==> config.mk <==
export PLATFORM = sky130hd
export DESIGN_NAME = drp_reconf_master
export DESIGN_NICKNAME = d
export VERILOG_FILES = /design/src/rtl/drp_pkg.sv /design/src/rtl/drp_wait_timer.sv /design/src/rtl/drp_reconf_master.sv
export SDC_FILE = /design/constraint.sdc
export NUM_CORES = 1
export LEC_CHECK = 0
export CORE_MARGIN = 5
export CORE_UTILIZATION = 52
export DETAILED_ROUTE_END_ITERATION = 8
export GPL_ROUTABILITY_DRIVEN = 0
export GPL_TIMING_DRIVEN = 0
export PLACE_DENSITY = 0.78
export SYNTH_ARGS = -nofsm -noshare
export SYNTH_HDL_FRONTEND = slang
export SYNTH_SLANG_ARGS = --single-unit
==> constraint.sdc <==
create_clock -name i_dclk -period 3.2 [get_ports i_dclk]
set_clock_uncertainty 0.05 [all_clocks]
set_input_delay 0.64 -clock i_dclk [delete_from_list [all_inputs] [get_ports i_dclk]]
set_output_delay 0.64 -clock i_dclk [all_outputs]
set_load 0.02 [all_outputs]
==> src/rtl/drp_pkg.sv <==
// Shared types and constants for the DRP reconfiguration master.
// Op codes, response error codes, FSM state encoding and the RMW merge helper.
package drp_pkg;

    localparam int unsigned DRP_ADDR_W = 7;
    localparam int unsigned DRP_DATA_W = 16;

    typedef enum logic [1:0] {
        OpRead  = 2'b00,
        OpWrite = 2'b01,
        OpRmw   = 2'b10,
        OpRsvd  = 2'b11
    } drp_op_e;

    typedef enum logic [1:0] {
        ErrOk   = 2'b00,
        ErrDrdy = 2'b01,
        ErrLock = 2'b10
    } drp_err_e;

    typedef enum logic [3:0] {
        StIdle,
        StRstAssert,
        StRdReq,
        StRdWait,
        StWrReq,
        StWrWait,
        StRstRelease,
        StLockWait,
        StResp
    } drp_state_e;

    // Mask bit 1 keeps the old register bit, 0 takes the new data bit.
    function automatic logic [DRP_DATA_W-1:0] rmw_merge(
        input logic [DRP_DATA_W-1:0] old_word,
        input logic [DRP_DATA_W-1:0] new_word,
        input logic [DRP_DATA_W-1:0] keep_mask
    );
        return (old_word & keep_mask) | (new_word & ~keep_mask);
    endfunction

endpackage

==> src/rtl/drp_wait_timer.sv <==
// Saturating wait-cycle counter shared by the DRDY and LOCKED timeouts.
// o_last flags the cycle on which the count of elapsed wait cycles reaches i_limit.
module drp_wait_timer #(
    parameter int unsigned CNT_W = 16
) (
    input  logic             i_clk,
    input  logic             i_rstn,
    input  logic             i_clear,
    input  logic             i_en,
    input  logic [CNT_W-1:0] i_limit,
    output logic             o_last
);

    logic [CNT_W-1:0] r_count;
    logic [CNT_W:0]   w_next;

    always_ff @(posedge i_clk) begin
        if (!i_rstn) begin
            r_count <= '0;
        end else if (i_clear) begin
            r_count <= '0;
        end else if (i_en && (r_count != {CNT_W{1'b1}})) begin
            r_count <= r_count + 1'b1;
        end
    end

    // The current wait cycle counts too, so compare count+1 against the limit.
    assign w_next = {1'b0, r_count} + {{CNT_W{1'b0}}, 1'b1};
    assign o_last = (w_next >= {1'b0, i_limit});

endmodule

==> src/rtl/drp_reconf_master.sv <==
// DRP initiator: turns one read/write/RMW request into DRP accesses, optionally
// holding the PLL in reset around writes and waiting for lock before responding.
module drp_reconf_master
    import drp_pkg::*;
#(
    parameter int unsigned TIMEOUT      = 1024,
    parameter int unsigned LOCK_TIMEOUT = 65535,
    parameter int unsigned HOLD_RST     = 1
) (
    input  logic                  i_dclk,
    input  logic                  i_rstn,
    input  logic                  i_req_valid,
    output logic                  o_req_ready,
    input  logic [1:0]            i_req_op,
    input  logic [DRP_ADDR_W-1:0] i_req_addr,
    input  logic [DRP_DATA_W-1:0] i_req_data,
    input  logic [DRP_DATA_W-1:0] i_req_mask,
    output logic                  o_resp_valid,
    output logic [DRP_DATA_W-1:0] o_resp_data,
    output logic [1:0]            o_resp_err,
    output logic [DRP_ADDR_W-1:0] o_daddr,
    output logic                  o_den,
    output logic                  o_dwe,
    output logic [DRP_DATA_W-1:0] o_di,
    input  logic [DRP_DATA_W-1:0] i_do,
    input  logic                  i_drdy,
    output logic                  o_pll_rst,
    input  logic                  i_locked
);

    localparam int unsigned MaxLim = (TIMEOUT > LOCK_TIMEOUT) ? TIMEOUT : LOCK_TIMEOUT;
    localparam int unsigned CntW   = $clog2(MaxLim + 1);

    drp_state_e            r_state;
    drp_op_e               r_op;
    logic [DRP_ADDR_W-1:0] r_addr;
    logic [DRP_DATA_W-1:0] r_data;
    logic [DRP_DATA_W-1:0] r_mask;
    logic                  r_req_ready;
    logic                  r_resp_valid;
    logic [DRP_DATA_W-1:0] r_resp_data;
    logic [1:0]            r_resp_err;
    logic [DRP_ADDR_W-1:0] r_daddr;
    logic                  r_den;
    logic                  r_dwe;
    logic [DRP_DATA_W-1:0] r_di;
    logic                  r_pll_rst;

    logic                  w_tmr_clear;
    logic                  w_tmr_en;
    logic [CntW-1:0]       w_limit;
    logic                  w_last;
    logic [DRP_DATA_W-1:0] w_merged;
    drp_op_e               w_req_op;

    always_comb begin
        w_tmr_clear = (r_state == StRdReq) || (r_state == StWrReq) || (r_state == StRstRelease);
        w_tmr_en    = (r_state == StRdWait) || (r_state == StWrWait) || (r_state == StLockWait);
        w_limit     = (r_state == StLockWait) ? CntW'(LOCK_TIMEOUT) : CntW'(TIMEOUT);
        w_merged    = rmw_merge(i_do, r_data, r_mask);
        w_req_op    = (i_req_op == OpRsvd) ? OpRead : drp_op_e'(i_req_op);
    end

    drp_wait_timer #(
        .CNT_W (CntW)
    ) u_timer (
        .i_clk   (i_dclk),
        .i_rstn  (i_rstn),
        .i_clear (w_tmr_clear),
        .i_en    (w_tmr_en),
        .i_limit (w_limit),
        .o_last  (w_last)
    );

    always_ff @(posedge i_dclk) begin
        if (!i_rstn) begin
            r_state      <= StIdle;
            r_op         <= OpRead;
            r_addr       <= '0;
            r_data       <= '0;
            r_mask       <= '0;
            r_req_ready  <= 1'b1;
            r_resp_valid <= 1'b0;
            r_resp_data  <= '0;
            r_resp_err   <= ErrOk;
            r_daddr      <= '0;
            r_den        <= 1'b0;
            r_dwe        <= 1'b0;
            r_di         <= '0;
            r_pll_rst    <= 1'b0;
        end else begin
            // DEN/DWE are single-cycle strobes raised only on entry to a REQ state.
            r_den <= 1'b0;
            r_dwe <= 1'b0;
            unique case (r_state)
                StIdle: begin
                    if (i_req_valid) begin
                        r_req_ready <= 1'b0;
                        r_op        <= w_req_op;
                        r_addr      <= i_req_addr;
                        r_data      <= i_req_data;
                        r_mask      <= i_req_mask;
                        if ((w_req_op != OpRead) && (HOLD_RST != 0)) begin
                            r_pll_rst <= 1'b1;
                            r_state   <= StRstAssert;
                        end else if (w_req_op == OpWrite) begin
                            r_den   <= 1'b1;
                            r_dwe   <= 1'b1;
                            r_daddr <= i_req_addr;
                            r_di    <= i_req_data;
                            r_state <= StWrReq;
                        end else begin
                            r_den   <= 1'b1;
                            r_daddr <= i_req_addr;
                            r_state <= StRdReq;
                        end
                    end
                end
                StRstAssert: begin
                    r_den   <= 1'b1;
                    r_daddr <= r_addr;
                    if (r_op == OpWrite) begin
                        r_dwe   <= 1'b1;
                        r_di    <= r_data;
                        r_state <= StWrReq;
                    end else begin
                        r_state <= StRdReq;
                    end
                end
                StRdReq: r_state <= StRdWait;
                StRdWait: begin
                    if (i_drdy) begin
                        if (r_op == OpRmw) begin
                            r_den   <= 1'b1;
                            r_dwe   <= 1'b1;
                            r_daddr <= r_addr;
                            r_di    <= w_merged;
                            r_state <= StWrReq;
                        end else begin
                            r_resp_data  <= i_do;
                            r_resp_valid <= 1'b1;
                            r_resp_err   <= ErrOk;
                            r_state      <= StResp;
                        end
                    end else if (w_last) begin
                        r_pll_rst    <= 1'b0;
                        r_resp_valid <= 1'b1;
                        r_resp_err   <= ErrDrdy;
                        r_state      <= StResp;
                    end
                end
                StWrReq: r_state <= StWrWait;
                StWrWait: begin
                    if (i_drdy) begin
                        r_resp_data <= r_di;
                        if (HOLD_RST != 0) begin
                            r_pll_rst <= 1'b0;
                            r_state   <= StRstRelease;
                        end else begin
                            r_resp_valid <= 1'b1;
                            r_resp_err   <= ErrOk;
                            r_state      <= StResp;
                        end
                    end else if (w_last) begin
                        r_pll_rst    <= 1'b0;
                        r_resp_valid <= 1'b1;
                        r_resp_err   <= ErrDrdy;
                        r_state      <= StResp;
                    end
                end
                StRstRelease: r_state <= StLockWait;
                StLockWait: begin
                    if (i_locked) begin
                        r_resp_valid <= 1'b1;
                        r_resp_err   <= ErrOk;
                        r_state      <= StResp;
                    end else if (w_last) begin
                        r_resp_valid <= 1'b1;
                        r_resp_err   <= ErrLock;
                        r_state      <= StResp;
                    end
                end
                StResp: begin
                    r_resp_valid <= 1'b0;
                    r_resp_err   <= ErrOk;
                    r_req_ready  <= 1'b1;
                    r_state      <= StIdle;
                end
                default: begin
                    r_req_ready <= 1'b1;
                    r_state     <= StIdle;
                end
            endcase
        end
    end

    assign o_req_ready  = r_req_ready;
    assign o_resp_valid = r_resp_valid;
    assign o_resp_data  = r_resp_data;
    assign o_resp_err   = r_resp_err;
    assign o_daddr      = r_daddr;
    assign o_den        = r_den;
    assign o_dwe        = r_dwe;
    assign o_di         = r_di;
    assign o_pll_rst    = r_pll_rst;

endmodule

Yosys cells after proc, flatten, opt, wreduce, memory -nomap -nowiden
Cells that the tools add are included.
Cells by class
  equality and inequality tests: 26
  $add $sub $neg: 2
  muxes and demuxes: 59
  bitwise logic cells: 6
  $lt $le $gt $ge: 1
  reduce and logical (&&, ||, !) cells: 21
Operators by type and width (count)
  two-way mux 16 bit: 10
  case mux 16 bit (3 select lines): 1
  AND 16 bit: 2
  case mux 16 bit (2 select lines): 1
  case mux 4 bit (8 select lines): 1
  two-way mux 7 bit: 4
  two-way mux 4 bit: 6
  case mux 7 bit (3 select lines): 1
  != test 2 bit, second input constant: 10
  two-way mux 1 bit: 19
  adder 16 x 1 -> 17 bit, second input constant: 1
  >= comparator 17 x 16 -> 1 bit: 1
  adder 16 x 1 -> 16 bit, second input constant: 1
  equality test 4 x 3 -> 1 bit, second input constant: 4
  != test 16 bit, second input constant: 1
  inverter 16 bit: 1
  bitwise OR 16 bit: 1
  two-way mux 2 bit: 7
  AND reduction 4 bit: 3
  two-way mux 3 bit: 3
  case mux 1 bit (3 select lines): 3
  equality test 4 x 2 -> 1 bit, second input constant: 2
  case mux 2 bit (4 select lines): 1
  AND reduction 7 bit: 1
  other kinds (21): 30
Word-level totals
  input port bits: 62
  output and inout bits: 46
  logic and storage cells: 130
  flip-flop bits (word level): 107

Logic depth before layout (Yosys ltp)
  depth in word-level cells: 7
  gate-level depth with buffers: 13
  gate-level depth less buffers: 13

Cells and area by module
A second synthesis with hierarchy kept.
Second synthesis, totals
  cells, all modules: 692
  area, all modules: 5606.6 um^2
Modules (own cells, without submodules)
  drp_reconf_master: times used 1, seq. area each 1821.7 um^2, cells an instance 522, area each 4291.6 um^2
  drp_wait_timer: times used 1, seq. area each 320.3 um^2, cells an instance 170, area each 1315.0 um^2

Worst setup path after synthesis
No wires, ideal clock.
  path type: register to register
  start point: register r_state[1]
  end point: register r_resp_valid, in the netlist o_resp_valid
  arrival: 2592 ps
  data required time: 3035 ps
  buffers on the path: 1
  library setup time: 115 ps
  setup slack: 444 ps
  period minus slack after synthesis: 2756 ps
  stages on the path, launching flop included: 11
  path through: dfxtp_1 clkbuf_1 nand3_1 ha_1 a21oi_1 o21ai_0 a31oi_1 o31ai_1 a21oi_2 a211oi_2 o21a_1
On the way
  longest elaborated chain between the ends: 6
  elaborated cells on any way between the ends: 15
  classes of those cells: order compare: 1; eq/ne: 6; mux: 6; reduce/logical: 2
RTL lines
  start: declaration: RTL line drp_reconf_master.sv:34  | drp_state_e r_state;
  start signal: assignment: RTL line drp_reconf_master.sv:77  | r_state <= StIdle;
  start signal: assignment: RTL line drp_reconf_master.sv:105  | r_state <= StRstAssert;
  start signal: assignment: RTL line drp_reconf_master.sv:111  | r_state <= StWrReq;
  equality test 4 x 3 -> 1 bit: RTL line drp_reconf_master.sv:59, drp_reconf_master.sv:95
  two-way mux 16 bit: RTL line drp_reconf_master.sv:59  | w_limit = (r_state == StLockWait) ? CntW'(LOCK_TIMEOUT) : CntW'(TIMEOUT);
  >= comparator 17 x 16 -> 1 bit: RTL line drp_wait_timer.sv:29  | assign o_last = (w_next >= {1'b0, i_limit});
  two-way mux 1 bit
  two-way mux 1 bit (on tied branches)
  case mux 1 bit (4 select lines): RTL line drp_reconf_master.sv:95  | unique case (r_state)
  end signal: assignment: RTL line drp_reconf_master.sv:83  | r_resp_valid <= 1'b0;
  end signal: assignment: RTL line drp_reconf_master.sv:141  | r_resp_valid <= 1'b1;
  end signal: assignment: RTL line drp_reconf_master.sv:147  | r_resp_valid <= 1'b1;
  end: declaration: RTL line drp_reconf_master.sv:40  | logic r_resp_valid;
Parallel ways exist; a longest one is shown, timed or not. The select of a mux whose other input is x is not followed.
A chain may end at the register's enable or synchronous reset.

Final worst setup path
  start point: register r_state[3]
  end point: register r_resp_err[0], in the netlist o_resp_err[0]
On the way
  longest elaborated chain between the ends: 6
  elaborated cells on any way between the ends: 15
  classes of those cells: order compare: 1; eq/ne: 7; mux: 5; reduce/logical: 2
RTL lines
  equality test 4 x 3 -> 1 bit: RTL line drp_reconf_master.sv:59, drp_reconf_master.sv:95
  two-way mux 16 bit: RTL line drp_reconf_master.sv:59
  >= comparator 17 x 16 -> 1 bit: RTL line drp_wait_timer.sv:29
  two-way mux 2 bit
  two-way mux 2 bit (on tied branches)
  case mux 2 bit (4 select lines): RTL line drp_reconf_master.sv:95
  end signal: assignment: RTL line drp_reconf_master.sv:85  | r_resp_err <= ErrOk;
  end signal: assignment: RTL line drp_reconf_master.sv:142  | r_resp_err <= ErrOk;
  end signal: assignment: RTL line drp_reconf_master.sv:148  | r_resp_err <= ErrDrdy;
  end: declaration: RTL line drp_reconf_master.sv:42  | logic [1:0] r_resp_err;
Parallel ways exist; a longest one is shown, timed or not. The select of a mux whose other input is x is not followed.

==> reports/qor.yml <==
status:
  status: "finished, final reports clean"
logic_synthesis:
  syn_inst: 693
  synth_area_um2: 5550
  yosysWarnings: 0
  synth_top_cell_area_share: 0.386
  synth_xor_xnor_area_share: 0.0347
  synth_edf_count: 0
  syn_area_per_cell_um2: 8.00
  yosysTopAreaCell: "dfxtp_1"
  ys_ff_latch: 107
  yosys.area_share.adder: 0.0429
  yosysUniqueCellTypes: 48
  async_reset_ff_frac: 0
  synth-compound-area-share: 0.212
  synthTopCellsByArea: "dfxtp_1 39%, nand2_1 11%, a21boi_0 5.6%, o211a_1 4.3%, ha_1 4.3%"
  synth_fp_nets: 774
  synth_mux_area_frac: 0.0307
  yosys.area_share.simple: 0.252
  ys.flop_type: "dfxtp_1"
  yosysSeqAreaShare: 0.386
  synth_top_family_by_area: "simple AND/OR/NAND/NOR gates"
sta:
  finalSetupViolCount: 0
  fmax_mhz: 326
  hold_viol: 0
  slew_violations: 0
  timing.hold.ws_ns: 0.418
  slew_headroom: 0.382
  timing.final.crit_share: 0.958
  setup_slack_ns: 0.135
  worst_pin_slew_ns: 0.919
  period_needed_ns: 3.06
  setup_tns_ns: 0
cells_and_area:
  n_antenna_cell: 0
  syn_to_final_growth_pct: 27.1
  final_core_util: 0.680
  final_nets: 894
  fin_cells: 954
  drive_above_1_share: 0.0575
  fin_area_um2: 7050
global_route:
  antenna_found_initial: 0
  grt_pass1_wl_um: 25600
  track_usage: 0.248
  grt-ovfl-total: 0
  grt_max_degree: 19
  grt_pass1_vias: 5219
clock_tree:
  clkTransAtPathRegs_ns: 0.10
  clock-sinks: 107
  htree_num_levels: 3
  cts_tree: "yes"
  clockRootBuffer: "clkbuf_8"
  cts.path.max_buffers: 2
  clk_latency_ns: 0.40
  cts_buffers: 9
critical_path:
  critPathMaxFanout: 18
  arrival_ns: 3.30
  path_class: "flop to flop"
  r2r-start: "r_state[3]$_SDFFE_PN0N_"
  critPathLaunch: "r_state[3]$_SDFFE_PN0N_"
  r2r_end: "o_resp_err[0]$_SDFFE_PN0P_"
  worstSetupStartpointType: "flop"
  r2r_slack_ns: 0.14
  crit_path_end_kind: "flop"
  reg2reg_depth: 11
  worstPathRequired_ns: 3.44
  crit_end: "o_resp_err[0]$_SDFFE_PN0P_"
power:
  totalPowerFinal_mw: 2.95
  p_per_area_nw_per_um2: 418
  ir_drop_mv: 0.421
  p_leak_nw: 2.79
die:
  io_pins: 108
  die_y_um: 113
  dieWidth_um: 113
  row_count: 37
  coreArea_um2: 10400
  start_util: 0.535
  die-area_um2: 12800
route:
  via_per_inst: 5.70
  firstDrtPassIters: 5
  initialDrtViolationCount: 485
  post_drt_wl_per_cell_um: 17.0
  route.detailed.drc: 0
  dr_total_vias: 5435
  ant_nets: 0
  routed_wirelength_um: 16300
place:
  portBuffers: 107
  placed_area_um2: 6790
  dpl_worst_slack_ns: -0.369
  dp.cells: 936
  hpwlAfterDp_um: 12400
min_path:
  hold_class: "flop to flop"
job:
  drv_cap: 0
worst min path at each step:
stage / start / endpoint / slack, ns / cells past startpoint
floorplan: r_addr[5]$_SDFFE_PN0P_ / r_addr[5]$_SDFFE_PN0P_ / 0.39 / 2
global placement: r_addr[5]$_SDFFE_PN0P_ / r_addr[5]$_SDFFE_PN0P_ / 0.40 / 2
detailed placement: r_data[6]$_SDFFE_PN0P_ / r_data[6]$_SDFFE_PN0P_ / 0.41 / 2
CTS: r_data[6]$_SDFFE_PN0P_ / r_data[6]$_SDFFE_PN0P_ / 0.42 / 2
global route: r_addr[6]$_SDFFE_PN0P_ / r_addr[6]$_SDFFE_PN0P_ / 0.45 / 2
finish: r_addr[4]$_SDFFE_PN0P_ / r_addr[4]$_SDFFE_PN0P_ / 0.42 / 2
power by group:
part	switching, mW	total [mW]	internal, mW	leakage [nW]
sequential	0.0615	1.48	1.42	0.872
combinational	0.375	0.639	0.263	1.82
clock	0.464	0.831	0.367	0.0977
total	0.901	2.95	2.05	2.79
state kept, by name, indices dropped and copies added (netlist names):
register and count:
o_daddr 7, o_den 1, o_di 16, o_dwe 1, o_pll_rst 1, o_req_ready 1, o_resp_data 16, o_resp_err 2
o_resp_valid 1, r_addr 7, r_data 16, r_mask 16, r_op 2, r_state 4, u_timer.r_count 16
kinds of logic (layout without fill, tap and decap cells):
| family | count (synthesis) | after routing |
|---|---|---|
| flip-flops | 107 | 107 |
| adder cells (fa/ha/maj) | 19 | 19 |
| multiplexers | 17 | 17 |
| buffers and inverters | 54 | 178 |
| AND/OR/NAND/NOR | 309 | 309 |
| AO/OA/AOI/OAI | 165 | 166 |
| XOR/XNOR | 22 | 22 |
placed cells by master (no fill, tap or decap), types with 19 or more instances in the layout:
master / count
a21boi_0: 41
nor2_1: 44
dfxtp_1: 105
nand3_1: 36
nor2b_1: 20
a21oi_1: 38
o211a_1: 24
ha_1: 19
o21ai_0: 27
clkdlybuf4s50_1: 107
nand2_1: 167
clkbuf_1: 32
what timing repair did:
item / 4_1_cts / 5_1_grt
setup endpoints to repair: 8 / 8
pin swaps: 0 / 2
gates cloned: 0 / 1
hold buffers: 0 / 0
buffers inserted: 0 / 1
resized for setup: 3 / 8
hold endpoints to repair: 0 / 0
final cells by class:
cell class | instances | area (um2)
fill | 874 | 3320
tap | 136 | 170
clock inverter | 3 | 20.0
inverter | 5 | 18.8
buffer | 49 | 214
sequential | 107 | 2140
timing repair buffer | 108 | 1080
multi-input combinational | 533 | 3230
clock buffer | 13 | 179
synthesized netlist by cell type (4+ instances only):
master,number
clkbuf_1,33
buf_2,11
nor2b_1,20
a311oi_1,16
a21boi_0,41
nand4_1,4
or3_1,7
ha_1,19
xor2_1,10
nand2_1,167
nor2_1,44
nor3_1,4
o21ai_0,27
xnor2_1,12
nand2b_1,6
and3_1,6
dfxtp_1,107
a31oi_1,4
o211a_1,24
mux2i_1,17
inv_1,5
nand3_1,37
a21oi_1,38
routing by layer:
layer / part of all wire / GRT usage / vias up
li1: - / - / 2649
met1: 0.41 / 0.308 / 2478
met2: 0.46 / 0.398 / 259
met3: 0.091 / 0.0738 / 49
met4: 0.033 / 0.111 / 0
met5: 0 / 0 / -
worst max-delay path, stage by stage, from the launching register on:
cell     delay (ns)
dfxtp_1        0.31
buf_2          0.17
nor2b_1        0.37
nand3_4        0.29
ha_1           0.39
nand2_1        0.05
o21ai_0        0.17
a31oi_1        0.16
o31ai_2        0.51
a21oi_2        0.21
a32oi_1        0.18
o21ai_0        0.09
(Power assumes the default switching activity.)
